===== src/rtl/mul_div_unit_if.sv =====
// mul_div_unit_if: start/done handshake and operand/result bus between control unit and mul_div_unit.
interface mul_div_unit_if #(parameter int WIDTH = 32) ();
  logic             start;
  logic             op;
  logic [WIDTH-1:0] a_in;
  logic [WIDTH-1:0] b_in;
  logic [WIDTH-1:0] zhi;
  logic [WIDTH-1:0] zlo;
  logic             busy;
  logic             done;
  logic             div_by_zero;
  modport master (output start, op, a_in, b_in, input zhi, zlo, busy, done, div_by_zero);
  modport slave  (input start, op, a_in, b_in, output zhi, zlo, busy, done, div_by_zero);
endinterface


===== src/rtl/mul_div_unit.sv =====
// mul_div_unit: iterative signed Booth multiplier / restoring divider feeding the Zhi/Zlo bus sources.
module mul_div_unit #(
  parameter int WIDTH = 32,
  parameter int CNT_W = 6
) (
  input logic          clock,
  input logic          clear,
  mul_div_unit_if.slave bus
);
  typedef enum logic [1:0] {IDLE, RUN, FINISH} state_t;
  state_t state, state_n;
  logic [CNT_W-1:0]   cnt;
  logic               op_r;
  logic               a_neg;
  logic               b_neg;
  logic               b_zero;
  logic [WIDTH-1:0]   a_r;
  logic [WIDTH-1:0]   m;
  logic [2*WIDTH:0]   acc;
  logic [WIDTH:0]     hi_ext;
  logic [WIDTH:0]     sum;
  logic [WIDTH:0]     shifted;
  logic [WIDTH:0]     diff;
  logic [2*WIDTH:0]   booth_nxt;
  logic [2*WIDTH:0]   div_nxt;
  logic [WIDTH-1:0]   quo;
  logic [WIDTH-1:0]   rem;
  logic [WIDTH-1:0]   a_abs;
  logic [WIDTH-1:0]   b_abs;
  logic               last;
  assign last  = cnt == CNT_W'(WIDTH - 1);
  assign a_abs = bus.a_in[WIDTH-1] ? -bus.a_in : bus.a_in;
  assign b_abs = bus.b_in[WIDTH-1] ? -bus.b_in : bus.b_in;
  // Booth: the high half is widened by one bit so subtracting -2^(W-1) cannot overflow before the shift
  assign hi_ext    = {acc[2*WIDTH], acc[2*WIDTH:WIDTH+1]};
  assign sum       = acc[1:0] == 2'b01 ? hi_ext + {m[WIDTH-1], m} :
                     acc[1:0] == 2'b10 ? hi_ext - {m[WIDTH-1], m} : hi_ext;
  assign booth_nxt = {sum, acc[WIDTH:1]};
  // Divide: acc holds {partial remainder (W+1 bits), dividend shifting out / quotient shifting in}
  assign shifted   = acc[2*WIDTH-1:WIDTH-1];
  assign diff      = shifted - {1'b0, m};
  assign div_nxt   = {diff[WIDTH] ? shifted : diff, acc[WIDTH-2:0], ~diff[WIDTH]};
  assign quo       = acc[WIDTH-1:0];
  assign rem       = acc[2*WIDTH-1:WIDTH];
  always_comb begin
    state_n = state;
    case (state)
      IDLE:    state_n = bus.start ? RUN : IDLE;
      RUN:     state_n = last ? FINISH : RUN;
      default: state_n = IDLE;
    endcase
  end
  always_ff @(posedge clock or negedge clear) begin
    if (!clear) begin
      state           <= IDLE;
      cnt             <= '0;
      op_r            <= 1'b0;
      a_neg           <= 1'b0;
      b_neg           <= 1'b0;
      b_zero          <= 1'b0;
      a_r             <= '0;
      m               <= '0;
      acc             <= '0;
      bus.zhi         <= '0;
      bus.zlo         <= '0;
      bus.busy        <= 1'b0;
      bus.done        <= 1'b0;
      bus.div_by_zero <= 1'b0;
    end else begin
      state    <= state_n;
      bus.busy <= state_n == RUN;
      bus.done <= state == FINISH;
      if (state == IDLE && bus.start) begin
        op_r            <= bus.op;
        a_neg           <= bus.a_in[WIDTH-1];
        b_neg           <= bus.b_in[WIDTH-1];
        b_zero          <= bus.b_in == '0;
        a_r             <= bus.a_in;
        m               <= bus.op ? b_abs : bus.a_in;
        acc             <= bus.op ? {{(WIDTH+1){1'b0}}, a_abs} : {{WIDTH{1'b0}}, bus.b_in, 1'b0};
        cnt             <= '0;
        bus.div_by_zero <= 1'b0;
      end else if (state == RUN) begin
        acc <= op_r ? div_nxt : booth_nxt;
        cnt <= cnt + 1'b1;
      end else if (state == FINISH) begin
        bus.zhi         <= !op_r ? acc[2*WIDTH:WIDTH+1] : b_zero ? a_r : a_neg ? -rem : rem;
        bus.zlo         <= !op_r ? acc[WIDTH:1] : b_zero ? '1 : (a_neg ^ b_neg) ? -quo : quo;
        bus.div_by_zero <= op_r & b_zero;
      end
    end
  end
endmodule


===== src/flat_wrapper.sv =====
// flat-port wrapper written by rule: the top's interface ports become plain ports
module mul_div_unit_flat 
#(
  parameter int WIDTH = 32,
  parameter int CNT_W = 6
)
  (clock, clear, bus_start, bus_op, bus_a_in, bus_b_in, bus_zhi, bus_zlo, bus_busy, bus_done, bus_div_by_zero);
  mul_div_unit_if #(.WIDTH(WIDTH)) bus_i ();
  input logic clock;
  input logic clear;
  input wire logic [$bits(bus_i.start)-1:0] bus_start;
  input wire logic [$bits(bus_i.op)-1:0] bus_op;
  input wire logic [$bits(bus_i.a_in)-1:0] bus_a_in;
  input wire logic [$bits(bus_i.b_in)-1:0] bus_b_in;
  output wire logic [$bits(bus_i.zhi)-1:0] bus_zhi;
  output wire logic [$bits(bus_i.zlo)-1:0] bus_zlo;
  output wire logic [$bits(bus_i.busy)-1:0] bus_busy;
  output wire logic [$bits(bus_i.done)-1:0] bus_done;
  output wire logic [$bits(bus_i.div_by_zero)-1:0] bus_div_by_zero;
  assign bus_i.start = bus_start;
  assign bus_i.op = bus_op;
  assign bus_i.a_in = bus_a_in;
  assign bus_i.b_in = bus_b_in;
  assign bus_zhi = bus_i.zhi;
  assign bus_zlo = bus_i.zlo;
  assign bus_busy = bus_i.busy;
  assign bus_done = bus_i.done;
  assign bus_div_by_zero = bus_i.div_by_zero;
  mul_div_unit #(.WIDTH(WIDTH), .CNT_W(CNT_W)) u_core (.clock(clock), .clear(clear), .bus(bus_i));
endmodule

===== config.mk =====
export PLATFORM = sky130hd
export DESIGN_NAME = mul_div_unit_flat
export DESIGN_NICKNAME = d
export VERILOG_FILES = /design/src/rtl/mul_div_unit_if.sv /design/src/rtl/mul_div_unit.sv /design/src/flat_wrapper.sv
export SDC_FILE = /design/constraint.sdc
export NUM_CORES = 1
export LEC_CHECK = 0
export CAP_MARGIN = 40
export CORE_MARGIN = 1.5
export CORE_UTILIZATION = 45
export DETAILED_ROUTE_END_ITERATION = 10
export RECOVER_POWER = 25
export SLEW_MARGIN = 20
export SYNTH_ARGS = -nofsm -noshare
export SYNTH_HDL_FRONTEND = slang
export SYNTH_SLANG_ARGS = --single-unit

===== constraint.sdc =====
create_clock -name clock -period 5.3 [get_ports clock]
set_input_delay 0.53 -clock clock [delete_from_list [all_inputs] [get_ports clock]]
set_output_delay 0.53 -clock clock [all_outputs]
set_load 0.005 [all_outputs]

Word-level counts from Yosys, hierarchy flattened
Index checks and enable logic that the tools add are counted.
Storage, ports and cells
  register bits: 208
  latch bits: 0
  memory bits (writable): 0
  ROM bits: 0
  input bits: 68
  output and inout port bits: 67
  logic and storage cells: 68
  memories kept: 0
Cells by class
  add/sub/neg operators: 8
  $mul: 0
  div/mod/pow operators: 0
  magnitude comparators: 0
  eq/ne operators: 7
  shifts and indexed selects: 0
  multiplexer cells: 24
  bitwise operators: 5
  reduce and logical (&&, ||, !) cells: 9
Operator list (count)
  $mux 32: 9
  $mux 65: 3
  $mux 33: 4
  $neg 32->32: 4
  $add 32x32->33: 1
  $sub 32x32->33: 1
  $sub 33x32->33: 1
  $logic_not 32->1: 1
  $mux 6: 2
  $add 6x1->6 const B: 1
  $eq 2x1->1 const B: 3
  $eq 6x5->1 const B: 1
  $eq 2x2->1 const B: 2
  $mux 1: 4
  $pmux 2 s2: 1
  $reduce_and 2->1: 2
  $reduce_bool 2->1: 2
  $reduce_bool 4->1: 1
  $not 1->1: 3
  $reduce_and 3->1: 1
  $logic_not 2->1: 1
  $mux 2: 1
  $ne 2x1->1 const B: 1
  $and 1x1->1: 1
  2 further kinds: 2

Longest topological paths before layout
Gate-level depths: netlist (run 1).
  word-level depth: 6
  mapped depth: 21
  mapped depth without buffers: 20

Worst setup path before layout (run 1)
No wires, ideal clock.
  path kind: reg2reg
  start: register u_core.acc[36]
  end: register u_core.acc[58]
  setup time: 0.126 ns
  arrival time: 4.144 ns
  data required time: 5.174 ns
  slack: 1.030 ns
  cell stages (with the launch flop): 16
  buffers on the path: 2
  clock period less this slack: 4.270 ns
  path through: dfrtp_1 ha_1 a211o_1 o21ai_0 o211ai_1 a221oi_1 o21ai_0 a41oi_1 o21ai_0 a21oi_1 o21ai_0 ha_1 buf_1 buf_1 a211oi_1 a221o_1
Between the ends
  word-level cells in the longest chain between the ends: 6
  elaborated cells on any way between the ends: 9
  classes of those cells: 3 x add/sub; 6 x mux
RTL lines
  start: declaration: line mul_div_unit.sv:19  | logic [2*WIDTH:0] acc;
  start signal: assignment: line mul_div_unit.sv:80  | acc <= bus.op ? {{(WIDTH+1){1'b0}}, a_abs} : {{WIDTH{1'b0}}, bus.b_in, 1'b0};
  start signal: assignment: line mul_div_unit.sv:84  | acc <= op_r ? div_nxt : booth_nxt;
  $sub 32x32->33: line mul_div_unit.sv:37  | acc[1:0] == 2'b10 ? hi_ext - {m[WIDTH-1], m} : hi_ext;
  $mux 33: line mul_div_unit.sv:37
  $mux 33: line mul_div_unit.sv:36  | assign sum = acc[1:0] == 2'b01 ? hi_ext + {m[WIDTH-1], m} :
  $mux 65 (*): line mul_div_unit.sv:84
  $mux 65 (*): line mul_div_unit.sv:83  | end else if (state == RUN) begin
  $mux 65 (*): line mul_div_unit.sv:73  | if (state == IDLE && bus.start) begin
Every way passes the cells marked *; elsewhere a longest branch is shown, timed or not. The select of a mux whose other input is x is not followed.
A chain may end at the register's enable or synchronous reset.

Final worst setup path (run 1)
  start: register u_core.acc[31]
  end: register u_core.acc[44]
Between the ends
  word-level cells in the longest chain between the ends: 5
RTL lines
  $sub 33x32->33: line mul_div_unit.sv:41  | assign diff = shifted - {1'b0, m};
  $mux 33: line mul_div_unit.sv:42  | assign div_nxt = {diff[WIDTH] ? shifted : diff, acc[WIDTH-2:0], ~diff[WIDTH]};
  $mux 65: line mul_div_unit.sv:84
  $mux 65: line mul_div_unit.sv:83
  $mux 65: line mul_div_unit.sv:73
Every way passes these cells. The select of a mux whose other input is x is not followed.

==> results of run 1 <==
## stage by stage
step	cell area [µm²]	total power (µW)	hold slack (ns)	utilization [%]
6_report	20900	16500	0.476	52.4
5_1_grt	20900	17700	0.496	52.4
4_1_cts	20900	16300	0.0541	52.3
3_5_place_dp	20000	14300	0.464	50.1
3_3_place_gp	19900	14100	0.462	49.8
2_1_floorplan	18300	11000	0.234	-
## power by group
group	switching (µW)	leakage [µW]	internal, µW
registers	905	0.00259	2200
logic	7070	0.00587	4520
clock network	790	0.000432	1060
## path summary, 6_finish.rpt
check	endpoint	cells past startpoint	slack [ns]
setup / recovery	u_core.acc[44]	18	0.34
hold / removal	u_core.a_r[11]	2	0.48
setup reg to reg	u_core.acc[44]	18	0.34
hold reg to reg	u_core.a_r[11]	2	0.48
max in group asynchronous	u_core.bus.zhi[9]	2	1.87
min in group asynchronous	u_core.m[25]	1	0.85
## final cells by class
type,instances,area share [%]
flip-flops and latches,207,24.8
inverters,87,1.56
clock buffers,31,3.39
well taps,525,3.14
multi-input cells,1893,57.7
clock inverters,17,0.802
repair buffers,183,8.63
## metal layers
| layer | routed length (µm) | track usage, % | up-vias |
|---|---|---|---|
| met5 | 13 | 0 | - |
| met4 | 1970 | 8.90 | 2 |
| met3 | 5050 | 4.82 | 127 |
| met2 | 30400 | 50.1 | 778 |
| met1 | 30800 | 45.5 | 9054 |
| li1 | - | - | 8620 |
## sequential cells by signal, summed over array words and instances (netlist names)
| signal | flops |
|---|---|
| u_core.b_neg | 1 |
| u_core.b_zero | 1 |
| u_core.a_r | 32 |
| u_core.bus.div_by_zero | 1 |
| u_core.state | 2 |
| u_core.bus.busy | 1 |
| u_core.op_r | 1 |
| u_core.cnt | 6 |
| u_core.m | 32 |
| u_core.acc | 65 |
| u_core.bus.zhi | 32 |
| u_core.bus.done | 1 |
| u_core.bus.zlo | 32 |
## kinds of logic after synthesis
group / after synthesis
compound gates: 821
xor+xnor: 149
fa+ha+maj: 107
buf+inv: 269
flops: 207
mux: 74
simple gates: 742
## layout by cell type, fill, tap and decap left out, types with 20 or more instances in the layout
cell type,count
nand2_1,386
o21ai_0,264
dfrtp_1,205
a21oi_1,175
nor2_1,145
clkdlybuf4s50_1,132
xor2_1,114
ha_1,104
inv_1,84
mux2i_1,67
o22ai_1,50
o211ai_1,44
buf_4,40
xnor2_1,34
o221ai_1,34
o31ai_1,33
nor3_1,30
nand3_1,28
clkbuf_16,26
a21o_1,23
o21bai_1,23
nand2b_1,20
a211oi_1,20
## worst register-to-register path: stages (launching register included)
cell and delay [ns]:
dfrtp_1 0.47, inv_1 0.09, ha_1 0.18, fa_1 0.22, nand2b_1 0.16, a21oi_1 0.11
o21ai_0 0.32, o211ai_1 0.21, a221oi_1 0.63, o21ai_0 0.27, a41oi_1 0.42, o21ai_0 0.18
a21oi_1 0.16, o21ai_0 0.11, ha_1 0.34, buf_4 0.32, mux2_2 0.39, a21oi_1 0.13
o21ai_0 0.09
==> flow_metrics.env, run 1 <==
export IMPL_period_share_pct=93.5
export IMPL_dpl_hpwl_mm=50.3
export IMPL_cts_root_to_sink_buffers=3
export IMPL_ys_dominant_reg_cell="dfrtp_1"
export IMPL_ios=135
export IMPL_antennaDiodeCount=0
export IMPL_drt_initial_drc_count=1548
export IMPL_drtPass1Iterations=6
export IMPL_worst_setup_path_startpoint="u_core.acc[31]"
export IMPL_drt_drc_violations_left=0
export IMPL_timing_critical_path_cells="inv_1, ha_1, fa_1, nand2b_1, a21oi_1, o21ai_0, o211ai_1, a221oi_1, o21ai_0, a41oi_1, o21ai_0, a21oi_1, o21ai_0, ha_1, buf_4, mux2_2, a21oi_1, o21ai_0"
export IMPL_ys_async_rst_share_pct=100
export IMPL_layout_min_cycle_time_ns=4.96
export IMPL_synthXorXnorAreaFrac_pct=7.15
export IMPL_post_synth_top_count_cell="nand2_1"
export IMPL_slew_limit_headroom_pct=-101
export IMPL_ff_latch_area_um2=5180
export IMPL_syn_cell_area_um2=18300
export IMPL_setup_viol_count_final=0
export IMPL_die_w_um=204
export IMPL_worstSetupStartpointType="register"
export IMPL_first_global_vias=17400
export IMPL_setup_worst_path_end_class="register"
export IMPL_worst_setup_hold_path_clk_slew_ns=0.06
export IMPL_routed_wirelength_mm=68.2
export IMPL_first_pass_grt_wire_length_mm=104
export IMPL_routed_length_per_placed_instance_um=23.2
export IMPL_worst_endpoint_arrival_ns=5.36
export IMPL_netlist_top_cells_area="dfrtp_1 (28%), nand2_1 (8.0%), o21ai_0 (7.2%)"
export IMPL_tightest_slew_ns=3.02
export IMPL_grt_antenna_before_repair=2
export IMPL_gp_congestion=0.925
export IMPL_fraction_of_layout_cells_with_a_size_suffix_above_1_pct=6.29
export IMPL_synth_cell_type_count=84
export IMPL_synth_seq_cells=207
export IMPL_initial_utilization_pct=45.8
export IMPL_post_place_cells=2891
export IMPL_critical_path_slowest_cell="a221oi_1"
export IMPL_worst_setup_path_category="register to register"
export IMPL_std_cell_rows=73
export IMPL_vias=18600
export IMPL_fillers=3940
export IMPL_synth_enable_flop_cells=0
export IMPL_quantity_of_hold_fixing_buffers_added_after_cts=0
export IMPL_fp_coreArea_um2=39900
export IMPL_yosys_warnings=0
export IMPL_timing_critical_path_mode_cell="o21ai_0"
export IMPL_finalNonFillerCells=2943
export IMPL_netlist_top_cell_by_area="dfrtp_1"
export IMPL_finalHoldViolCount=0
export IMPL_cap_violations=1
export IMPL_min_delay_path_class="register to register"
export IMPL_ys_seq_area_share_pct=28.4
export IMPL_power_density_nw_per_um2=791
export IMPL_clock_tree_htree_level_count=1
export IMPL_avgViaCountPerCell=6.31
export IMPL_synth_simple_gate_area_share_pct=18.4
export IMPL_yosys_area_share_adder_pct=7.45
export IMPL_cts_root_buffer="clkbuf_16"
export IMPL_number_of_routed_nets_with_antenna_violations=0
export IMPL_final_max_slew_viol_count=110
export IMPL_synth_compound_area_share_pct=28.8
export IMPL_tritoncts="built"
export IMPL_rr_startpoint="u_core.acc[31]"
export IMPL_unrepaired_setup_endpoints_after_global_routing="false"
export IMPL_final_net_count=2573
export IMPL_area_growth_pct=14.5
export IMPL_violations="capacitance limit, slew limit"
export IMPL_clkLatencyLatePin_ns=0.57
export IMPL_timing_critical_path_required_ns=5.71
export IMPL_synth_common_cells="nand2_1 (387), o21ai_0 (264), dfrtp_1 (207), a21oi_1 (175), nor2_1 (146)"
export IMPL_path_max_fanout=20
export IMPL_synth_mux_area_share_pct=4.10
export IMPL_path_delay_family="compound AO/OA/AOI/OAI gates"
export IMPL_skew_ns=0.0256
export IMPL_yosysTopAreaCellShare_pct=28.4
export IMPL_grt_usage_pct=32.0
export IMPL_multi_input_combinational_cell_area_um2=12100
export IMPL_grt_max_degree=110
export IMPL_ctsResizeCount=0
export IMPL_postSynthNetCount=2544
export IMPL_die_height_um=204
export IMPL_clock_sink_count=207
export IMPL_grt_overflow_total=0
export IMPL_post_place_ws_ns=0.549
export IMPL_crit_path_max_incr_delay_ns=0.63
export IMPL_peakVddDrop_mv=0.459
export IMPL_die_area_um2=41800
export IMPL_path_buf_inv=2
export IMPL_port_buffers=134
export IMPL_num_cts_buffers=26
export IMPL_finalSetupTns_ns=0
export IMPL_hold_start="u_core.a_r[11]"
export IMPL_avgSynthCellArea_um2=7.71
export IMPL_power_leakage_uw=0.00890
export IMPL_synth_top_family_by_area="compound AO/OA/AOI/OAI gates"
export IMPL_postSynthCellCount=2369
export IMPL_post_cts_repair_setup_buffers=0
export IMPL_fmax_ghz=0.202
export IMPL_fin_ws_ns=0.345
export IMPL_outcome="finished, violations left"
Power figures use the tool's default switching activity.
==> inputs of run 2 (changes only) <==
--- a/config.mk
+++ b/config.mk
@@ -9,6 +9,7 @@
 export CORE_MARGIN = 1.5
 export CORE_UTILIZATION = 45
 export DETAILED_ROUTE_END_ITERATION = 10
+export PLACE_DENSITY = 0.61
 export RECOVER_POWER = 25
 export SLEW_MARGIN = 20
 export SYNTH_ARGS = -nofsm -noshare
==> flow_metrics.env, run 2 (synthesis gave the netlist of run 1 again) <==
export IMPL_first_global_vias=17200
export IMPL_clock_tree_htree_level_count=1
export IMPL_first_pass_grt_wire_length_mm=102
export IMPL_layout_common_cells="nand2_1 (386), o21ai_0 (264), dfrtp_1 (205), a21oi_1 (175), nor2_1 (146)"
export IMPL_die_w_um=204
export IMPL_worstSetupStartpointType="register"
export IMPL_timing_critical_path_cells="inv_1, ha_1, fa_1, nand2b_1, a21oi_1, o21ai_0, o211ai_1, a221oi_1, o21ai_0, a41oi_1, o21ai_0, a21oi_1, o21ai_0, ha_2, buf_6, o211ai_1, o21ai_0, a211oi_1, a21oi_1"
export IMPL_worst_setup_path_category="register to register"
export IMPL_slew_limit_headroom_pct=-111
export IMPL_die_height_um=204
export IMPL_finalHoldWorstSlack_ns=0.480
export IMPL_setup_viol_count_final=0
export IMPL_initial_utilization_pct=45.8
export IMPL_unrepaired_setup_endpoints_after_global_routing="true"
export IMPL_ff_latch_area_um2=5180
export IMPL_crit_path_max_incr_delay_ns=0.47
export IMPL_tritoncts="built"
export IMPL_routed_wirelength_mm=67.2
export IMPL_grt_overflow_total=0
export IMPL_num_cts_buffers=24
export IMPL_port_buffers=134
export IMPL_post_place_cells=2889
export IMPL_clock_sink_count=207
export IMPL_total_power_uw=16400
export IMPL_grt_antenna_before_repair=4
export IMPL_critical_path_slowest_cell="dfrtp_1"
export IMPL_path_buf_inv=2
export IMPL_drtPass1Iterations=6
export IMPL_worstHoldPathCells=2
export IMPL_r2r_slack_ns=0.39
export IMPL_met3_length_mm=4.64
export IMPL_drt_initial_drc_count=1764
export IMPL_power_density_nw_per_um2=788
export IMPL_drt_drc_violations_left=0
export IMPL_met2_wirelength_mm=30.7
export IMPL_min_to="u_core.a_r[6]"
export IMPL_crit_reg2reg_capture="u_core.acc[32]"
export IMPL_outcome="finished, violations left"
export IMPL_power_internal_uw=7820
export IMPL_largest_register="u_core.acc"
export IMPL_period_share_pct=92.7
export IMPL_finalHoldViolCount=0
export IMPL_setup_worst_path_end_class="register"
export IMPL_violations="capacitance limit, slew limit"
export IMPL_power_share_combinational_pct=69.6
export IMPL_tightest_slew_ns=3.17
export IMPL_power_net_switching_uw=8600
export IMPL_largest_register_ffs=65
export IMPL_number_of_routed_nets_with_antenna_violations=0
export IMPL_vias=18400
export IMPL_maxUsedRoutingLayer="met5"
export IMPL_swShare_pct=52.4
export IMPL_area_growth_pct=14.2
export IMPL_dpl_hpwl_mm=49.4
export IMPL_grt_usage_pct=31.3
export IMPL_final_max_slew_viol_count=112
export IMPL_stdcell_area_um2=20900
export IMPL_cap_violations=1
export IMPL_post_cts_repair_setup_buffers=0
export IMPL_path_max_fanout=24
export IMPL_die_area_um2=41800
export IMPL_timing_critical_path_mode_cell="o21ai_0"
export IMPL_min_delay_path_class="register to register"
export IMPL_rr_startpoint="u_core.acc[31]"
export IMPL_fillers=3859
export IMPL_cts_root_buffer="clkbuf_16"
export IMPL_ios=135
export IMPL_multi_input_combinational_cell_area_um2=12100
export IMPL_leading_cell_type_in_the_layout_fill_and_taps_excluded="nand2_1"
export IMPL_peakVddDrop_mv=0.375
export IMPL_finalNonFillerCells=2936
export IMPL_grt_max_degree=112
export IMPL_std_cell_rows=73
export IMPL_hold_start="u_core.a_r[6]"
export IMPL_avgViaCountPerCell=6.28
export IMPL_fraction_of_layout_cells_with_a_size_suffix_above_1_pct=5.98
export IMPL_power_share_sequential_pct=18.7
export IMPL_timing_critical_path_required_ns=5.70
export IMPL_wirelength_met1_mm=29.8
export IMPL_worst_setup_hold_path_clk_slew_ns=0.07
export IMPL_fp_coreArea_um2=39900
export IMPL_power_leakage_uw=0.00887
export IMPL_path_delay_family="compound AO/OA/AOI/OAI gates"
export IMPL_clock_power_share_pct=11.7
export IMPL_worst_endpoint_arrival_ns=5.32
export IMPL_layout_min_cycle_time_ns=4.91
export IMPL_final_net_count=2567
export IMPL_gp_congestion=0.930
export IMPL_cts_root_to_sink_buffers=3
export IMPL_post_dp_cell_area_um2=19900
export IMPL_worstRegToRegCells=19
export IMPL_routed_length_per_placed_instance_um=22.9
export IMPL_skew_ns=0.0115
export IMPL_fmax_ghz=0.204
export IMPL_clkLatencyLatePin_ns=0.54
## run 2: cell types whose count changed in the layout (fill, tap and decap cells not counted), sizes merged
cell,change
bufinv,+3
clkinvlp,-2
clkinv,-4
inv,-2
diode,+1
clkbuf,+1
buf,-4
## run 2: worst max path at each step
stage / startpoint / end / slack [ns] / cells past startpoint
finish: u_core.acc[31] / u_core.acc[32] / 0.39 / 19
global route: u_core.acc[31] / u_core.acc[62] / -0.01 / 20
CTS: u_core.acc[31] / u_core.acc[62] / 0.28 / 20
detailed placement: u_core.acc[31] / u_core.acc[62] / 0.31 / 20
global placement: u_core.acc[31] / u_core.acc[40] / 0.51 / 18
floorplan: u_core.acc[36] / u_core.acc[58] / 1.03 / 15
## run 2: repair_timing
| item | CTS | global route |
|---|---|---|
| hold buffers | 0 | 0 |
| setup endpoints to repair | 0 | 16 |
| gates resized for setup | 0 | 5 |
## run 2: per-stage QoR
step / TNS [ns] / util (%) / worst slack (ns)
floorplan: 0 / - / 1.03
global placement: 0 / 49.8 / 0.509
detailed placement: 0 / 49.9 / 0.309
CTS: 0 / 52.2 / 0.280
global route: -0.0126 / 52.2 / -0.0126
finish: 0 / 52.2 / 0.389
## run 2: final cells by class
type                            instances  area share, %
Timing Repair Buffer                  179           8.23
Clock inverter                         12          0.900
Antenna cell                            1         0.0120
Clock buffer                           32           3.41
Multi-Input combinational cell       1893           57.8
Inverter                               87           1.59
Sequential cell                       207           24.9
Tap cell                              525           3.15
## run 2: per-layer routing
| metal | global-route usage (%) | vias up |
|---|---|---|
| li1 | - | 8584 |
| met1 | 44.5 | 9011 |
| met2 | 49.7 | 729 |
| met3 | 3.51 | 112 |
| met4 | 9.38 | 2 |
| met5 | 0 | - |
## run 2: power groups by stage
stage                     logic, µW  registers [µW]  clock network, µW
after floorplan                8330            2660                  0
after global placement        11000            3040                  0
after detailed placement      11100            3070                  0
after CTS                     11200            3040               1940
after global routing          12500            3150               1990
final                         11400            3070               1920
## run 2: tightest hold or removal path, cell delays in order, from the launching register on
cell	delay [ns]
dfrtp_1	0.34
nand2_1	0.05
nand2_1	0.05
